## src/rtl/fetch_unit.sv

```systemverilog
// fetch_unit: sequential instruction fetch with a credit-limited FIFO, in-order imem port and redirect flush
// Ports: clk/reset; redirect_valid/redirect_pc; imem_req_valid/addr/ready; imem_resp_valid/data;
//        inst_valid/data/pc/ready downstream handshake.
// Optional: FETCH_BYPASS_EN drives inst_* straight from a response when the FIFO is empty.
module fetch_unit #(
    parameter int          DEPTH    = 4,
    parameter logic [31:0] RESET_PC = 32'h0000_0000
) (
    input  logic        clk,
    input  logic        reset,
    input  logic        redirect_valid,
    input  logic [31:0] redirect_pc,
    output logic        imem_req_valid,
    output logic [31:0] imem_req_addr,
    input  logic        imem_req_ready,
    input  logic        imem_resp_valid,
    input  logic [31:0] imem_resp_data,
    output logic        inst_valid,
    output logic [31:0] inst_data,
    output logic [31:0] inst_pc,
    input  logic        inst_ready
);
    localparam int AW = $clog2(DEPTH);
    localparam int CW = AW + 1;
    logic [31:0]   fetch_pc, resp_pc;
    logic [31:0]   buf_pc   [DEPTH];
    logic [31:0]   buf_data [DEPTH];
    logic [AW-1:0] rd_ptr, wr_ptr;
    logic [CW-1:0] count, inflight, discard;
    logic [CW:0]   used;
    logic          fire, resp_keep, head_valid, bypass, push, pop;
    always_comb begin
        // Every outstanding request owns a FIFO slot, so responses can never overflow the buffer.
        used           = {1'b0, count} + {1'b0, inflight};
        imem_req_valid = !reset && !redirect_valid && (used < (CW+1)'(DEPTH));
        imem_req_addr  = fetch_pc;
        fire           = imem_req_valid && imem_req_ready;
        resp_keep      = imem_resp_valid && !redirect_valid && (discard == '0);
        head_valid     = (count != '0);
`ifdef FETCH_BYPASS_EN
        bypass         = resp_keep && !head_valid;
`else
        bypass         = 1'b0;
`endif
        inst_valid     = head_valid || bypass;
        inst_data      = bypass ? imem_resp_data : (head_valid ? buf_data[rd_ptr] : '0);
        inst_pc        = bypass ? resp_pc : (head_valid ? buf_pc[rd_ptr] : '0);
        pop            = head_valid && inst_ready;
        push           = resp_keep && !(bypass && inst_ready);
    end
    always_ff @(posedge clk) begin
        if (reset) begin
            fetch_pc <= RESET_PC;
            resp_pc  <= RESET_PC;
            rd_ptr   <= '0;
            wr_ptr   <= '0;
            count    <= '0;
            inflight <= '0;
            discard  <= '0;
        end else begin
            inflight <= inflight + CW'(fire) - CW'(imem_resp_valid);
            if (redirect_valid) begin
                fetch_pc <= {redirect_pc[31:2], 2'b00};
                resp_pc  <= {redirect_pc[31:2], 2'b00};
                rd_ptr   <= '0;
                wr_ptr   <= '0;
                count    <= '0;
                // Everything still outstanding after this cycle belongs to the old path.
                discard  <= inflight - CW'(imem_resp_valid);
            end else begin
                if (fire)
                    fetch_pc <= fetch_pc + 32'd4;
                if (imem_resp_valid && discard != '0)
                    discard <= discard - CW'(1);
                if (resp_keep)
                    resp_pc <= resp_pc + 32'd4;
                if (push)
                    wr_ptr <= wr_ptr + AW'(1);
                if (pop)
                    rd_ptr <= rd_ptr + AW'(1);
                count <= count + CW'(push) - CW'(pop);
            end
        end
    end
    always_ff @(posedge clk) begin
        if (push) begin
            buf_pc[wr_ptr]   <= resp_pc;
            buf_data[wr_ptr] <= imem_resp_data;
        end
    end
endmodule

```

## config.mk

```make
export PLATFORM = sky130hd
export DESIGN_NAME = fetch_unit
export DESIGN_NICKNAME = d
export VERILOG_FILES = /design/src/rtl/fetch_unit.sv
export SDC_FILE = /design/constraint.sdc
export NUM_CORES = 1
export LEC_CHECK = 0
export ABC_AREA = 1
export BUFFER_PORTS_ARGS = -buffer_cell sky130_fd_sc_hd__buf_2
export CORE_ASPECT_RATIO = 0.9
export CORE_MARGIN = 4
export CORE_UTILIZATION = 40
export CTS_BUF_LIST = sky130_fd_sc_hd__clkbuf_16
export DETAILED_ROUTE_END_ITERATION = 8
export GPL_TIMING_DRIVEN = 0
export SYNTH_ARGS = -nofsm -noshare
export SYNTH_HDL_FRONTEND = slang
export SYNTH_SLANG_ARGS = --single-unit
```

## constraint.sdc

```tcl
create_clock -name clk -period 6.7 [get_ports clk]
set_input_delay 0.335 -clock clk [delete_from_list [all_inputs] [get_ports clk]]
set_output_delay 0.335 -clock clk [all_outputs]
set_load 0.1 [all_outputs]
```

Yosys cells after proc, flatten, opt, wreduce, memory -nomap -nowiden
Memories as Yosys holds them, arrays and structs flattened. A register that Yosys moved wholly into a read port is not among the register bits.
Cells that the tools add are included.
- memories kept: 2
- register bits: 77
- bits in writable memories: 256
- input bits: 70
- logic and storage cells: 53
- memory list (memory ; words ; bits a word ; read ports ; clocked after memory_dff ; wr ports ; line ; source):
    buf_data ; 4 ; 32 ; 1 ; 1 ; 1 ; 27 ; logic [31:0] buf_data [DEPTH];
    buf_pc ; 4 ; 32 ; 1 ; 1 ; 1 ; 26 ; logic [31:0] buf_pc [DEPTH];
- magnitude comparators: 1
- reductions and logical operators: 16
- add/sub/neg operators: 11
- multiplexer cells: 14
- operators by type and width (cell ; number):
    $mux W32 ; 6
    $add A32 B3 Y32 const B ; 2
    $sub A3 B1 Y3 ; 3
    $mux W2 ; 4
    $logic_and A1 B1 Y1 ; 7
    $add A3 B1 Y3 ; 2
    $mux W3 ; 2
    $reduce_bool A2 Y1 ; 3
    $reduce_bool A3 Y1 ; 2
    $add A2 B1 Y2 const B ; 2
    $add A3 B3 Y4 ; 1
    $lt A4 B3 Y1 const B ; 1
    $logic_not A3 Y1 ; 1
    $sub A3 B1 Y3 const B ; 1
    $logic_not A1 Y1 ; 2
    $mux W1 ; 2
    $reduce_or A2 Y1 ; 1

Logic depth before layout (Yosys ltp)
Gate-level depths: netlist (run 1).
- depth after elaboration: 6
- mapped depth: 12
- gate-level depth less buffers: 12

Worst setup path after synthesis (run 1)
OpenSTA, ideal clock, no wires.
- path kind: reg2reg
- start: reg discard[0]
- end: mem buf_data[0][0] (enable)
- path buffers: 0
- arrival: 3.539 ns
- setup time: 0.482 ns
- cell stages (with the launch flop): 7
- path slack: 2.678 ns
- required time: 6.218 ns
- path through: dfxtp_1 -> inv_1 -> ha_1 -> nand3_1 -> inv_1 -> nand2_2 -> nor2_1
- word-level cells in the longest chain between the ends: 4
- RTL lines (what ; line ; source):
    start: declaration ; 29 ; logic [CW-1:0] count, inflight, discard;
    start signal: assignment ; 69 ; discard <= inflight - CW'(imem_resp_valid);
    start signal: assignment ; 74 ; discard <= discard - CW'(1);
    $logic_not A3 Y1 ; 38 ; resp_keep = imem_resp_valid && !redirect_valid && (discard == '0);
    $logic_and A1 B1 Y1 ; 38 ;
    $mux W1 ; 86 ; if (push) begin
    $mux W1 (implied by the code) ; 88 ; buf_data[wr_ptr] <= imem_resp_data;
    end: declaration ; 27 ;
No other way between the ends.

==> out/results.txt, run 1 <==
Status -> complete, no violations
Reg2reg start -> count[0]
Hold path startpoint -> imem_resp_data[1]
Crit-path max cell delay -> 0.48 ns
Simple-Gate Fraction of Synth Area -> 19.5%
CP Max Fanout -> 10
Worst vdd ir -> 0.183 mV
Hold Crit Class -> input pin to flop
Via count -> 11800
PnR worst setup slack -> 3.56 ns
Longest Clk Path Bufs -> 3
First-pass DRT Iterations -> 6
CORE AREA -> 36100 µm²
Fin nets -> 1860
Pre-CTS WS -> 3.90 ns
GPL Wtd Cong -> 0.927
Share of cells above drive strength 1 -> 15.4%
Setup TNS -> 0 ns
Clock root buffer -> clkbuf_16
Xor and xnor area share after synthesis -> 0.780%
Die H -> 189 µm
Most frequent CP cell -> buf_2
Total Die Area -> 39600 µm²
Via density -> 5.19
Syn Inst Count -> 1565
Worst hold path cell count -> 1
TritonCTS clock tree -> built
Clk_skew -> 0.0208 ns
Most used flip-flop cell after synthesis -> edfxtp_1
Io pins -> 168
# clock sinks -> 323
Critical path class -> flop to output pin
DR iter-0 viols -> 990
Slowest CP cell -> buf_2
Post-CTS sizing -> 0
Pwr/cell area -> 286 nW/µm²
Area growth syn-to-layout -> 18.6%
WL per Instance -> 18.4 µm
DP Wirelength -> 28900 µm
Required @ worst endpoint -> 6.36 ns
# hold bufs at CTS -> 0
Flops & latches, synth -> 323
CP Capture Type -> output pin
First-pass GRT wire length -> 64900 µm
Max-cap violation count -> 0
Finished Cell Area -> 17300 µm²
Synth Area in Compound Gates -> 11.3%
Critical path arrival -> 2.81 ns
Antenna-violating nets left -> 0
Syn_area_per_cell -> 9.33 µm²
Crit start category -> flop
Clk pin slew, worst setup/hold paths -> 0.06 ns
Relative slew slack -> 33.5%
GR Overflow Total -> 0
Placed Area -> 16200 µm²
Post-synthesis sequential area ratio -> 61.3%
Critical-path cell list -> buf_2 > inv_2 > buf_2 > clkbuf_1 > o21ai_0 > a21oi_1 > buf_2
Largest family of logic cells by synthesized area -> simple AND/OR/NAND/NOR gates
Max frequency -> 318 MHz
Worst slew pin tran -> 0.991 ns
EDFF count, synth -> 248
Post-CTS Repair Setup Buffers -> 0
Hold EP -> buf_data[2][1]
Post-Syn Area -> 14600 µm²
Clock Latency Late Sink -> 0.52 ns
H-Tree Depth -> 2
Worst r2r dst -> count[2]
Initial antenna violation count -> 0
RSZ-0062 raised after global routing -> false
Final hold violations -> 0
Post-synthesis mux area share -> 0%
R2R setup slack -> 3.90 ns
Period utilization -> 46.9%
# rows -> 66
Synthesis Warnings -> 0
Final Setup Violations -> 0
TritonCTS Buffers -> 35
Slew Viols, Final -> 0
Chip width -> 209 µm
Total routed wirelength -> 41800 µm
DRC Markers -> 0
Largest net degree at the start of global routing -> 29
Post-synthesis adder-cell area fraction -> 1.65%
Antenna Cells -> 0
Port bufs -> 159
Vias in the first global route -> 11400
Synth async-reset ratio -> 0%
Reg2Reg Depth -> 9
Initial Utilization -> 40.4%
P_leak -> 0.00684 µW
Crit path time final -> 3.14 ns
Global-route usage over all layers -> 20.6%
Netlist cell types -> 38
## registers in the layout, summed over array words and instances, names as in the netlist, named ones only
signal and flops:
buf_data 128, buf_pc 120, count 3, discard 3
imem_req_addr 30, inflight 3, rd_ptr 2, resp_pc 30
wr_ptr 2
## through the flow
| step | total power (µW) | hold WS [ns] | utilization [%] | instances |
|---|---|---|---|---|
| 3_3_place_gp | 3080 | 0.456 | 44.3 | 2203 |
| 5_1_grt | 5140 | 0.0161 | 48.0 | 2273 |
| 6_report | 4950 | 0.0296 | 48.0 | 2273 |
| 4_1_cts | 4990 | 0.00352 | 48.0 | 2273 |
| 3_5_place_dp | 3100 | 0.462 | 44.9 | 2211 |
| 2_1_floorplan | 2890 | 0.434 | - | 1568 |
## layer usage
| metal | share of wire [%] | track usage, % |
|---|---|---|
| met5 | 0 | 0 |
| met4 | 1.8 | 4.59 |
| met3 | 8.0 | 3.03 |
| met2 | 46 | 33.3 |
| met1 | 45 | 29.7 |
## report_power, final
group / switching, µW / internal [µW]
clock network: 783 / 1110
logic: 606 / 150
registers: 68.0 / 2230
total: 1460 / 3490
## worst max path at each step
stage / cells after the start / from / end / slack (ns)
2_1_floorplan: 6 / discard[0] / buf_data[0][0] / 2.68
3_3_place_gp: 6 / discard[0] / buf_data[3][24] / 0.13
3_5_place_dp: 9 / count[0] / count[2] / 3.90
4_1_cts: 8 / flop / inst_pc[11] / 3.45
5_1_grt: 7 / flop / inst_pc[13] / 3.35
6_report: 7 / flop / inst_pc[12] / 3.56
## cells in the mapped netlist (6+ instances only)
master    count  area, µm²
nor2_1      353       1330
clkbuf_1     48        180
buf_4         6       45.0
inv_2         6       22.5
a31oi_1       7       43.8
dfxtp_1      75       1500
nand3b_1      7       52.6
nand2_1     232        871
nor3_1        6       30.0
ha_1         16        200
a21oi_1     129        646
nand3_1      69        345
o21ai_0     173        866
nand4_1       7       43.8
xor2_1        9       78.8
inv_1       113        424
nor2_2        8       50.1
edfxtp_1    248       7450
buf_2        15       75.1
## cell usage in the layout (no fill, tap or decap), drive strengths merged
master,instances
nor2,364
edfxtp,248
nand2,238
buf,193
o21ai,174
a21oi,129
inv,126
clkbuf,83
dfxtp,75
nand3,70
ha,16
clkinv,15
xor2,9
nand3b,7
nand4,7
a31oi,7
nor3,7
o211ai,4
xnor2,4
conb,4
bufinv,4
o21bai,3
a21boi,3
a31o,2
fa,2
and3,1
or2,1
clkinvlp,1
## layout make-up
cell class,count,area (µm²)
Timing Repair Buffer,167,956
Clock buffer,35,876
Clock inverter,27,253
Inverter,119,447
Sequential cell,323,8950
Multi-Input combinational cell,1052,4890
Tap cell,476,596
Fill cell,3380,18800
Buffer,74,349
## cell families (layout without fill, tap and decap cells)
family,count (synthesis),after routing
and+or+nand+nor,695,695
DFF,323,323
AOI/OAI and AO/OA,322,322
buffers and inverters,193,422
adders and majority gates,18,18
xor gates and xnor gates,13,13
other,1,4
## critical path, delay by kind of cell (launching register included)
kind | cells | cell delay (ns)
DFF | 1 | 0.30
buffers and inverters | 5 | 1.55
AOI/OAI and AO/OA | 2 | 0.43
Power figures use the tool's default switching activity.
==> run 2, diff against run 1 <==
Settings changed: ABC_AREA 1 to 0.
Clock period 6.7 ns to 2.69 ns, I/O delays scaled along.
==> out/results.txt, run 2 <==
Status -> finished, violations left
Violated checks -> setup timing
Port bufs -> 160
Die H -> 184 µm
Sw Ratio -> 28.2%
Most used flip-flop cell after synthesis -> edfxtp_1
Cell with the most instances after synthesis -> edfxtp_1
TritonCTS Buffers -> 35
Final Setup Violations -> 2
Comb pwr share -> 16.0%
Syn Inst Count -> 911
Syn_area_per_cell -> 15.1 µm²
Synth top area share -> 54.3%
Chip width -> 203 µm
Crit path max-delay family -> adder cells
Max-cap violation count -> 0
CP Max Fanout -> 3
Share of power burned in registers -> 46.2%
Hold Crit Class -> input pin to flop
Antenna-violating nets left -> 0
Period utilization -> 104%
Total routed wirelength -> 32000 µm
H-Tree Depth -> 2
Relative slew slack -> 51.1%
Initial antenna violation count -> 1
Synth area leader -> edfxtp_1
Critical path arrival -> 3.16 ns
P_int -> 8910 µW
First-pass GRT wire length -> 49800 µm
Top Registers -> buf_data (128), buf_pc (120)
Synth async-reset ratio -> 0%
Most frequent CP cell -> ha_4
Clock root buffer -> clkbuf_16
Clk_skew -> 0.0168 ns
Crit-path max cell delay -> 0.58 ns
Longest Clk Path Bufs -> 3
Pre-CTS WS -> -0.524 ns
Dominant cells by area after synthesis -> edfxtp_1, dfxtp_1, mux4_2, and2_1, xnor2_1
GR Overflow Total -> 0
Crit start category -> flop
Area growth syn-to-layout -> 24.0%
PnR worst setup slack -> -0.104 ns
Synth cell count leaders -> edfxtp_1, dfxtp_1, and2_1, mux4_2, nand2_1
Flops & latches, synth -> 323
Worst vdd ir -> 0.348 mV
P_leak -> 0.00604 µW
WL per Instance -> 19.3 µm
Post-synthesis adder-cell area fraction -> 1.75%
RSZ-0062 raised after global routing -> true
DR iter-0 viols -> 466
Initial Utilization -> 40.5%
Layout fillers -> 2882
EDFF count, synth -> 248
Bufs and invs on worst path -> 3
Clk pin slew, worst setup/hold paths -> 0.06 ns
Via count -> 8496
CORE AREA -> 33900 µm²
GPL Wtd Cong -> 0.862
DP Wirelength -> 21400 µm
Max FFs per register -> 128
Global-route usage over all layers -> 17.0%
Crit path time final -> 2.79 ns
Worst slew pin tran -> 0.733 ns
DRC Markers -> 0
Pwr/cell area -> 730 nW/µm²
Required @ worst endpoint -> 3.06 ns
Setup TNS -> -0.153 ns
First-pass DRT Iterations -> 5
Via density -> 5.13
Largest Register -> buf_data
Netlist cell types -> 65
Io pins -> 168
Final hold violations -> 0
Slowest CP cell -> or4b_4
Post-synthesis sequential area ratio -> 65.3%
TritonCTS clock tree -> built
Synthesis Warnings -> 0
Critical-path cell list -> ha_4 > or4b_4 > nor3_4 > inv_4 > buf_8 > ha_4 > inv_2 > ha_4 > fa_2 > xnor2_2 > xnor2_1 > nor2_1
Most common cell after layout, fill and taps aside -> edfxtp_1
# clock sinks -> 323
Clock Latency Late Sink -> 0.51 ns
Post-synthesis mux area share -> 10.5%
Clk network pwr share -> 37.9%
Largest net degree at the start of global routing -> 50
Vias in the first global route -> 8680
Largest family of logic cells by synthesized area -> simple AND/OR/NAND/NOR gates
Commonest cells after routing, fill and taps aside -> edfxtp_1, buf_2, and2_1
Share of cells above drive strength 1 -> 29.1%
Max frequency -> 358 MHz
Xor and xnor area share after synthesis -> 3.26%
Post-Syn Area -> 13700 µm²
Synth Area in Compound Gates -> 4.87%
Total Die Area -> 37300 µm²
Slew Viols, Final -> 0
Fin nets -> 1255
Simple-Gate Fraction of Synth Area -> 11.8%
CP Capture Type -> flop
# rows -> 64
Critical path class -> flop to flop
Switching pwr -> 3500 µW
## run 2: power by group through the flow
stage / clock network, µW / logic, µW / registers (µW)
floorplan: 0 / 1270 / 6020
global placement: 0 / 1880 / 5840
detailed placement: 0 / 1910 / 5840
CTS: 4820 / 2000 / 5730
global route: 5040 / 2110 / 5750
finish: 4700 / 1980 / 5730
## run 2: stage by stage
step	total power, µW	std cells	utilization [%]	area [µm²]	hold WS [ns]
after global placement	7710	1536	44.8	15200	0.350
after detailed placement	7750	1540	45.2	15300	0.359
after CTS	12500	1654	50.1	17000	0.00272
after floorplan	7290	914	-	13800	0.233
after global routing	12900	1655	50.2	17000	0.0311
final	12400	1657	50.2	17000	0.0134
## run 2: final timing paths
path                        from          endpoint  slack (ns)  cells after the start
setup / recovery        count[2]       inflight[2]       -0.10                     12
hold / removal    redirect_pc[7]  imem_req_addr[7]        0.01                      3
setup reg to reg        count[2]       inflight[2]       -0.10                     12
hold reg to reg        wr_ptr[1]         wr_ptr[1]        0.51                      2
## run 2: kinds of logic after synthesis
logic type / after synthesis
DFF: 323
and+or+nand+nor: 271
AOI/OAI and AO/OA: 100
adders and majority gates: 18
other: 1
muxes: 66
xor gates and xnor gates: 51
buffers and inverters: 81
## run 2: worst min-delay path, stage by stage
cell and delay (ns):
buf_2 0.11, nor2_1 0.15, a211oi_1 0.07
## run 2: cell type report
cell class / count / area [µm²] / area share [%]
Timing Repair Buffer: 220 / 1450 / 8.55
Clock inverter: 27 / 234 / 1.38
Antenna cell: 2 / 5.00 / 0.0294
Inverter: 30 / 115 / 0.677
Buffer: 47 / 240 / 1.41
Tap cell: 462 / 578 / 3.40
Sequential cell: 323 / 8960 / 52.7
Clock buffer: 36 / 901 / 5.30
Multi-Input combinational cell: 510 / 4510 / 26.5
## run 2: what timing repair did
| action | CTS | global route |
|---|---|---|
| hold endpoints to repair | 156 | 0 |
| hold buffers | 49 | 0 |
| resized for setup | 12 | 3 |
| setup buffers | 6 | 1 |
| setup endpoints to repair | 63 | 53 |
| pin swaps | 6 | 0 |
## run 2: routing by layer
layer	global-route usage [%]	share of wire, %	vias up	routed length [µm]
met2	26.1	45	270	14300
li1	-	-	3996	-
met4	3.48	1.4	2	437
met3	3.12	6.1	36	1940
met1	25.6	48	4192	15300
met5	0	0.022	-	7
